===== src/rtl/cmp_share_arbiter.sv =====
// cmp_share_arbiter: time-shares one 32-bit magnitude comparator among NUM_REQ
// requesters. Round-robin grant in IDLE, operands registered on the handshake,
// result registered in CMP, and the result is held in RESP until the granted
// requester consumes it.
//
// Ports
//   clk, rst_n            clock, asynchronous active-low reset
//   req_valid[i]          requester i has a compare pending
//   req_a/req_b           operands, requester i at [32*i+31:32*i]
//   req_sign[i]           1 = two's-complement compare, 0 = unsigned
//   req_ready[i]          one-hot grant, valid in IDLE only (combinational)
//   rsp_valid[i]          one-hot, result for requester i is present
//   rsp_ready[i]          requester i consumes its result
//   rsp_gr/rsp_lt/rsp_eq  A>B / A<B / A==B, all zero when no result is present
//   busy                  a compare is in flight (CMP or RESP)
module cmp_share_arbiter #(
  parameter int unsigned NUM_REQ = 2,
  parameter int unsigned ID_W    = 1
) (
  input  logic                    clk,
  input  logic                    rst_n,
  input  logic [NUM_REQ-1:0]      req_valid,
  input  logic [32*NUM_REQ-1:0]   req_a,
  input  logic [32*NUM_REQ-1:0]   req_b,
  input  logic [NUM_REQ-1:0]      req_sign,
  output logic [NUM_REQ-1:0]      req_ready,
  output logic [NUM_REQ-1:0]      rsp_valid,
  input  logic [NUM_REQ-1:0]      rsp_ready,
  output logic                    rsp_gr,
  output logic                    rsp_lt,
  output logic                    rsp_eq,
  output logic                    busy
);

  localparam int unsigned DATA_W = 32;

  typedef enum logic [1:0] {
    IDLE = 2'd0,
    CMP  = 2'd1,
    RESP = 2'd2
  } state_t;

  state_t              state_q, state_d;
  logic [ID_W-1:0]     rr_ptr_q, id_q, win_c, rr_next_c;
  logic                found_c, accept_c, done_c;
  int unsigned         scan_idx;
  logic [DATA_W-1:0]   sel_a_c, sel_b_c;
  logic                sel_sign_c;
  logic [DATA_W-1:0]   a_q, b_q;
  logic                sign_q;
  logic [DATA_W-1:0]   a_key_c, b_key_c;

  // Round-robin search: first valid requester starting at rr_ptr, wrapping.
  always_comb begin
    found_c  = 1'b0;
    win_c    = '0;
    scan_idx = 0;
    for (int unsigned k = 0; k < NUM_REQ; k++) begin
      scan_idx = 32'(rr_ptr_q) + k;
      if (scan_idx >= NUM_REQ) scan_idx = scan_idx - NUM_REQ;
      if (!found_c && req_valid[ID_W'(scan_idx)]) begin
        found_c = 1'b1;
        win_c   = ID_W'(scan_idx);
      end
    end
  end

  // Operand mux for the winning requester.
  always_comb begin
    sel_a_c    = '0;
    sel_b_c    = '0;
    sel_sign_c = 1'b0;
    for (int unsigned i = 0; i < NUM_REQ; i++) begin
      if (win_c == ID_W'(i)) begin
        sel_a_c    = req_a[DATA_W*i +: DATA_W];
        sel_b_c    = req_b[DATA_W*i +: DATA_W];
        sel_sign_c = req_sign[i];
      end
    end
  end

  // Flipping the MSB maps two's-complement order onto unsigned order.
  assign a_key_c   = {a_q[DATA_W-1] ^ sign_q, a_q[DATA_W-2:0]};
  assign b_key_c   = {b_q[DATA_W-1] ^ sign_q, b_q[DATA_W-2:0]};
  assign rr_next_c = (id_q == ID_W'(NUM_REQ - 1)) ? '0 : ID_W'(id_q + 1'b1);

  // FSM state register.
  always_ff @(posedge clk or negedge rst_n) begin
    if (!rst_n) state_q <= IDLE;
    else        state_q <= state_d;
  end

  // FSM next state, grant and handshake strobes.
  always_comb begin
    state_d   = state_q;
    req_ready = '0;
    accept_c  = 1'b0;
    done_c    = 1'b0;
    case (state_q)
      IDLE: begin
        if (found_c) begin
          req_ready[win_c] = 1'b1;
          accept_c         = 1'b1;
          state_d          = CMP;
        end
      end
      CMP: state_d = RESP;
      RESP: begin
        // Only the granted requester's rsp_ready matters.
        if (rsp_ready[id_q]) begin
          done_c  = 1'b1;
          state_d = IDLE;
        end
      end
      default: state_d = IDLE;
    endcase
  end

  // Operand capture, result register, response and round-robin pointer.
  always_ff @(posedge clk or negedge rst_n) begin
    if (!rst_n) begin
      a_q       <= '0;
      b_q       <= '0;
      sign_q    <= 1'b0;
      id_q      <= '0;
      rr_ptr_q  <= '0;
      rsp_valid <= '0;
      rsp_gr    <= 1'b0;
      rsp_lt    <= 1'b0;
      rsp_eq    <= 1'b0;
      busy      <= 1'b0;
    end else begin
      busy <= (state_d != IDLE);
      if (accept_c) begin
        a_q    <= sel_a_c;
        b_q    <= sel_b_c;
        sign_q <= sel_sign_c;
        id_q   <= win_c;
      end
      if (state_q == CMP) begin
        rsp_valid <= NUM_REQ'(1) << id_q;
        rsp_gr    <= (a_key_c > b_key_c);
        rsp_lt    <= (a_key_c < b_key_c);
        rsp_eq    <= (a_key_c == b_key_c);
      end
      if (done_c) begin
        rsp_valid <= '0;
        rsp_gr    <= 1'b0;
        rsp_lt    <= 1'b0;
        rsp_eq    <= 1'b0;
        rr_ptr_q  <= rr_next_c;
      end
    end
  end

endmodule


===== config.mk =====
export PLATFORM = sky130hd
export DESIGN_NAME = cmp_share_arbiter
export DESIGN_NICKNAME = d
export VERILOG_FILES = /design/src/rtl/cmp_share_arbiter.sv
export SDC_FILE = /design/constraint.sdc
export NUM_CORES = 1
export LEC_CHECK = 0
export CELL_PAD_IN_SITES_DETAIL_PLACEMENT = 1
export CELL_PAD_IN_SITES_GLOBAL_PLACEMENT = 1
export CORE_ASPECT_RATIO = 2
export CORE_MARGIN = 2
export CORE_UTILIZATION = 30
export CTS_BUF_LIST = sky130_fd_sc_hd__clkbuf_8
export DETAILED_ROUTE_END_ITERATION = 8
export PLACE_DENSITY_LB_ADDON = 0.1
export REMOVE_ABC_BUFFERS = 1
export SKIP_CTS_REPAIR_TIMING = 1
export SYNTH_ARGS = -nofsm -noshare
export SYNTH_HDL_FRONTEND = slang
export SYNTH_SLANG_ARGS = --single-unit

===== constraint.sdc =====
create_clock -name clk -period 2 [get_ports clk]
set_input_delay 0.4 -clock clk [delete_from_list [all_inputs] [get_ports clk]]
set_output_delay 0.4 -clock clk [all_outputs]
set_load 0.1 [all_outputs]

=== Word-level counts from Yosys, hierarchy flattened ===
Index checks and enable logic that the tools add are counted.

* Word-level logic and storage cells: 71
* Register bits after elaboration: 75
* Output and inout bits: 8
* Bits of input ports: 136

* Shift-type cells: 1
* Order comparisons: 9
* Bitwise gates (word level): 2
* Add/sub/neg operators: 4
* Reduce and logical (&&, ||, !) cells: 6
* Mux-type cells: 35
* Equal/unequal tests: 3

{| class="wikitable"
|+ Operators with widths
! cell !! count
|-
| 32-bit 2-to-1 mux || 2
|-
| 32-bit == test || 1
|-
| 32-bit greater-than comparator || 1
|-
| 32-bit < comparator || 1
|-
| 1-bit 2-to-1 mux || 25
|-
| 2-bit 2-to-1 mux || 6
|-
| 1-bit by 2-bit < comparator with 1-bit output (second input constant) || 4
|-
| 2-bit case mux with 3 select lines || 1
|-
| 2-bit nonzero test || 2
|-
| 1-bit by 1-bit adder with 2-bit output (second input constant) || 1
|-
| 2-bit by 1-bit == test with 1-bit output (second input constant) || 1
|-
| 2-bit == test (second input constant) || 1
|-
| 1-bit by 2-bit >= comparator with 1-bit output (second input constant) || 1
|-
| 2-bit >= comparator (second input constant) || 1
|-
| 1-bit logical AND || 2
|-
| 2-bit zero test || 1
|-
| 1-bit by 1-bit << shifter with 2-bit output (first input constant) || 1
|-
| 1-bit subtractor (second input constant) || 2
|-
| 1-bit bitwise XOR || 2
|-
| 1-bit adder (second input constant) || 1
|-
| 1-bit demux with 1-bit select || 1
|-
| 1-bit >= comparator (second input constant) || 1
|-
| 1-bit zero test || 1
|}

=== Depth between registers and ports, before layout ===
* Word-level depth: 14
* Gate-level depth with buffers: 7
* Mapped depth without buffers: 7

=== Worst setup path before layout ===
Ideal clock, no wire load.

* Path kind: register -> output
* Start point: register state_q[1]
* End point: output req_ready[1]
* Buffers on the path: 3
* Cell stages (with the launch flop): 6
* Setup slack: 0.148 ns
* Arrival: 1.452 ns
* Required time: 1.600 ns
* Cells stage by stage: dfrtp_1 > nor2_1 > and3_1 > clkbuf_1 > buf_6 > buf_2

* Word-level cells in the longest chain between the ends: 2

{| class="wikitable"
|+ Ends and longest elaborated chain
! element !! RTL line !! text
|-
| start, declared || 43 || <nowiki>state_t state_q, state_d;</nowiki>
|-
| start signal, assigned || 90 || <nowiki>else state_q <= state_d;</nowiki>
|-
| 2-bit zero test || 99 || <nowiki>case (state_q)</nowiki>
|-
| 2-bit 2-to-1 mux || 99 ||
|-
| end, declared || 26 || <nowiki>output logic [NUM_REQ-1:0] req_ready,</nowiki>
|}

Every way passes these cells.

=== Worst setup path in the final report ===
* Start point: input req_valid[1]
* End point: output req_ready[0]

* Word-level cells in the longest chain between the ends: 12
* Elaborated cells on any way between the ends: 17
* Those cells by class: 2 x order compare; 12 x mux; 3 x reduce/logical

{| class="wikitable"
|+ Ends and longest elaborated chain
! element !! RTL line !! text
|-
| start, declared || 22 || <nowiki>input logic [NUM_REQ-1:0] req_valid,</nowiki>
|-
| 1-bit 2-to-1 mux (not written as such) (2 in series) || 61 || <nowiki>if (!found_c && req_valid[ID_W'(scan_idx)]) begin</nowiki>
|-
| 1-bit 2-to-1 mux || 61 ||
|-
| 1-bit zero test || 61 ||
|-
| 1-bit logical AND || 61 ||
|-
| 1-bit 2-to-1 mux || 61 ||
|-
| 1-bit by 2-bit < comparator with 1-bit output (not written as such) or 1-bit >= comparator (tied branches) || 102 || <nowiki>req_ready[win_c] = 1'b1;</nowiki>
|-
| 1-bit logical AND (not written as such) || 102 ||
|-
| 1-bit 2-to-1 mux (not written as such) || 102 ||
|-
| 1-bit demux with 1-bit select || 102 ||
|-
| 2-bit 2-to-1 mux * || 101 || <nowiki>if (found_c) begin</nowiki>
|-
| 2-bit 2-to-1 mux * || 99 ||
|}

Mark *: on every way between the ends. The rest lies on a longest branch, timed or not. The select of a mux whose other input is x is not followed.

==> summary.md <==
| Metric | Value |
|---|---|
| Post-layout util | 46.7% |
| Grt total ovfl | 0 |
| CP max FO | 11 |
| Status | finished with violations |
| Worst r2r dst | rsp_gr |
| Origin of the worst setup path | req_valid[1] |
| Worst skew pair latency | 360 ps |
| DR vias | 3622 |
| Worst-path clk slew | 80 ps |
| Hold Fails Final Rpt | 2 |
| DR vias/cell | 5.36 |
| Area of the multi-input gates | 1580 um2 |
| Area contributors post-synth | dfrtp_1 (48%), a222oi_1 (17%), ha_1 (10%) |
| Iter 0 DRT Violations | 366 |
| Final GP Congestion | 0.747 |
| WL final | 12200 um |
| I/O Pins | 144 |
| Worst reg2reg setup slack | 100 ps |
| Placed inst area | 5540 um2 |
| CTS buffer count | 9 |
| Post-synth top flop | dfrtp_1 |
| Dominant cell type by area after synthesis | dfrtp_1 |
| Die area | 13900 um2 |
| Post-synth EDFFs | 0 |
| Clock tree from TritonCTS | done |
| Antenna Cells | 0 |
| Pins Over Slew Limit | 0 |
| Mapped Area | 3880 um2 |
| Post-synthesis cell count | 372 |
| DRC violations left | 0 |
| Syn Area/Cell | 10.4 um2 |
| FP Rows | 58 |
| Worst min-delay path category | input port to async pin |
| Cell area power density | 1480 nW/um2 |
| Initial antenna violation count | 0 |
| Die Wd | 84.4 um |
| Yosys cell types | 31 |
| Core area | 12600 um2 |
| Synth warnings | 0 |
| Final WS setup | 33.5 ps |
| Share of cells above drive strength 1 | 9.70% |
| Total GRT Usage | 17.4% |
| Register Area | 1880 um2 |
| Initial Utilization | 30.7% |
| Fmax | 0.509 GHz |
| Post-synth top area share | 48.4% |
| Clk root buf | clkbuf_8 |
| CP Capture Type | primary output |
| TritonRoute pass-1 iters | 9 |
| Setup WS pre-CTS | -118 ps |
| Largest net degree at the start of global routing | 41 |
| Worst slew margin | 66.4% |
| Flops & latches, synth | 75 |
| Dpl hpwl | 9120 um |
| Post-synthesis sequential area ratio | 48.4% |
| Measured slew at the worst slew-check pin | 503 ps |
| H-tree Lvls | 3 |
| Worst path arrival time | 1570 ps |
| Final setup viols | 0 |
| Crit path time final | 1970 ps |
| Die Height | 165 um |
| R2R cell count | 6 |
| Crit path to | req_ready[0] |
| Fillers | 1428 |
| Vias in the first global route | 3822 |
| Skew final | 10.5 ps |
| First-pass GRT wire length | 18600 um |
| Ys async rst share | 100% |
| Static leakage | 2.87 nW |
| Post-layout nets | 689 |
| Clock buffer depth | 2 |
| Layout area overhead | 52.3% |
| Min Hold Slack | -2.12 ps |
| Final Cycle Share | 98.3% |
| Final instance area | 5900 um2 |
| Kind of start point of the critical path | input port |
| FF-to-FF Start | a_q[7] |
| Worst path required time | 1600 ps |
| DRT antenna net count | 0 |
| DR WL/cell | 18.0 um |
| I/O Buffers | 143 |
| CP Class | input port to primary output |
| Violated checks | hold timing |
| Max-cap violations | 0 |
| VDD IR max | 1240 uV |
| CTS sink cnt | 75 |
[layout by cell type, fill, tap and decap left out, types with 4 or more instances in the layout]
master,synthesis,layout
ha_1,32,32
dfrtp_1,75,75
a222oi_1,65,65
o21ai_0,7,6
buf_12,0,7
nand2_1,14,14
clkbuf_8,0,13
buf_4,2,18
inv_1,97,97
clkdlybuf4s50_1,0,133
nand3_1,4,4
a21oi_1,17,16
nand4_1,8,8
[stage by stage]
step / instances / TNS (ps) / total power [mW] / hold WS (ps)
detailed placement: 653 / -3200 / 7.26 / 408
finish: 676 / 0 / 8.74 / -2.12
global placement: 653 / -1680 / 7.07 / 407
CTS: 669 / -211 / 8.70 / 7.51
global route: 676 / -10.4 / 9.55 / 16.9
floorplan: 350 / -235770 / 5.63 / 104
[power by group]
group | leakage [nW] | switching [mW] | internal [mW]
Sequential | 0.912 | 0.519 | 2.28
Clock | 0.122 | 0.555 | 0.839
Combinational | 1.84 | 2.58 | 1.97
Total | 2.87 | 3.65 | 5.08
[area by class of cell]
cell class                 count  share of cell area, %
timing repair buffer         160                   27.9
multi-input combinational    178                   26.8
tap                          150                   3.18
clock buffer                  13                   3.03
clock inverter                 3                   1.14
sequential                    75                   31.8
inverter                      97                   6.17
[worst min path at each step]
| stage | to | slack, ps | cells past startpoint |
|---|---|---|---|
| finish | b_q[29] | -2 | 1 |
| floorplan | a_q[0] | 100 | 0 |
| global route | b_q[29] | 20 | 1 |
| global placement | b_q[29] | 410 | 1 |
| CTS | b_q[29] | 8 | 1 |
| detailed placement | b_q[29] | 410 | 1 |
[metal layers]
layer	vias up	global-route usage, %	routed length (um)
met5	-	0	0
met4	0	5.92	237
met3	17	2.55	591
met2	123	34.5	7030
met1	1803	18.2	4290
li1	1679	-	-
[sequential cells by signal (all words and copies together) (netlist names)]
name and count:
b_q 32, rr_ptr_q 1, rsp_valid 2, sign_q 1, state_q 2, busy 1, a_q 32, rsp_lt 1
rsp_gr 1, rsp_eq 1, id_q 1
[Yosys cell counts, drive strengths merged (2+ instances only)]
library cell,number
nor2b,3
nand3,4
a222oi,65
nor4,3
clkbuf,11
nor3,2
a221o,2
buf,11
o21ai,8
nand4,8
a21oi,17
nand2b,3
nand2,14
o211ai,2
inv,97
a21o,2
a22o,2
dfrtp,75
ha,32
nor2,3
[worst max-delay path: stages]
cell	delay, ps
clkdlybuf4s50_1	460
buf_4	170
a21oi_4	190
buf_12	160
buf_12	170
[kinds of logic (layout without fill, tap and decap cells)]
family	Yosys count	after routing	synth area share (%)
fa+ha+maj	32	32	10.3
mux	1	1	0.290
xor+xnor	2	2	0.452
simple gates	41	41	5.33
compound gates	102	102	22.7
buf+inv	119	273	12.5
flops	75	75	48.4
Note: power is estimated with default switching activity, not from simulation.
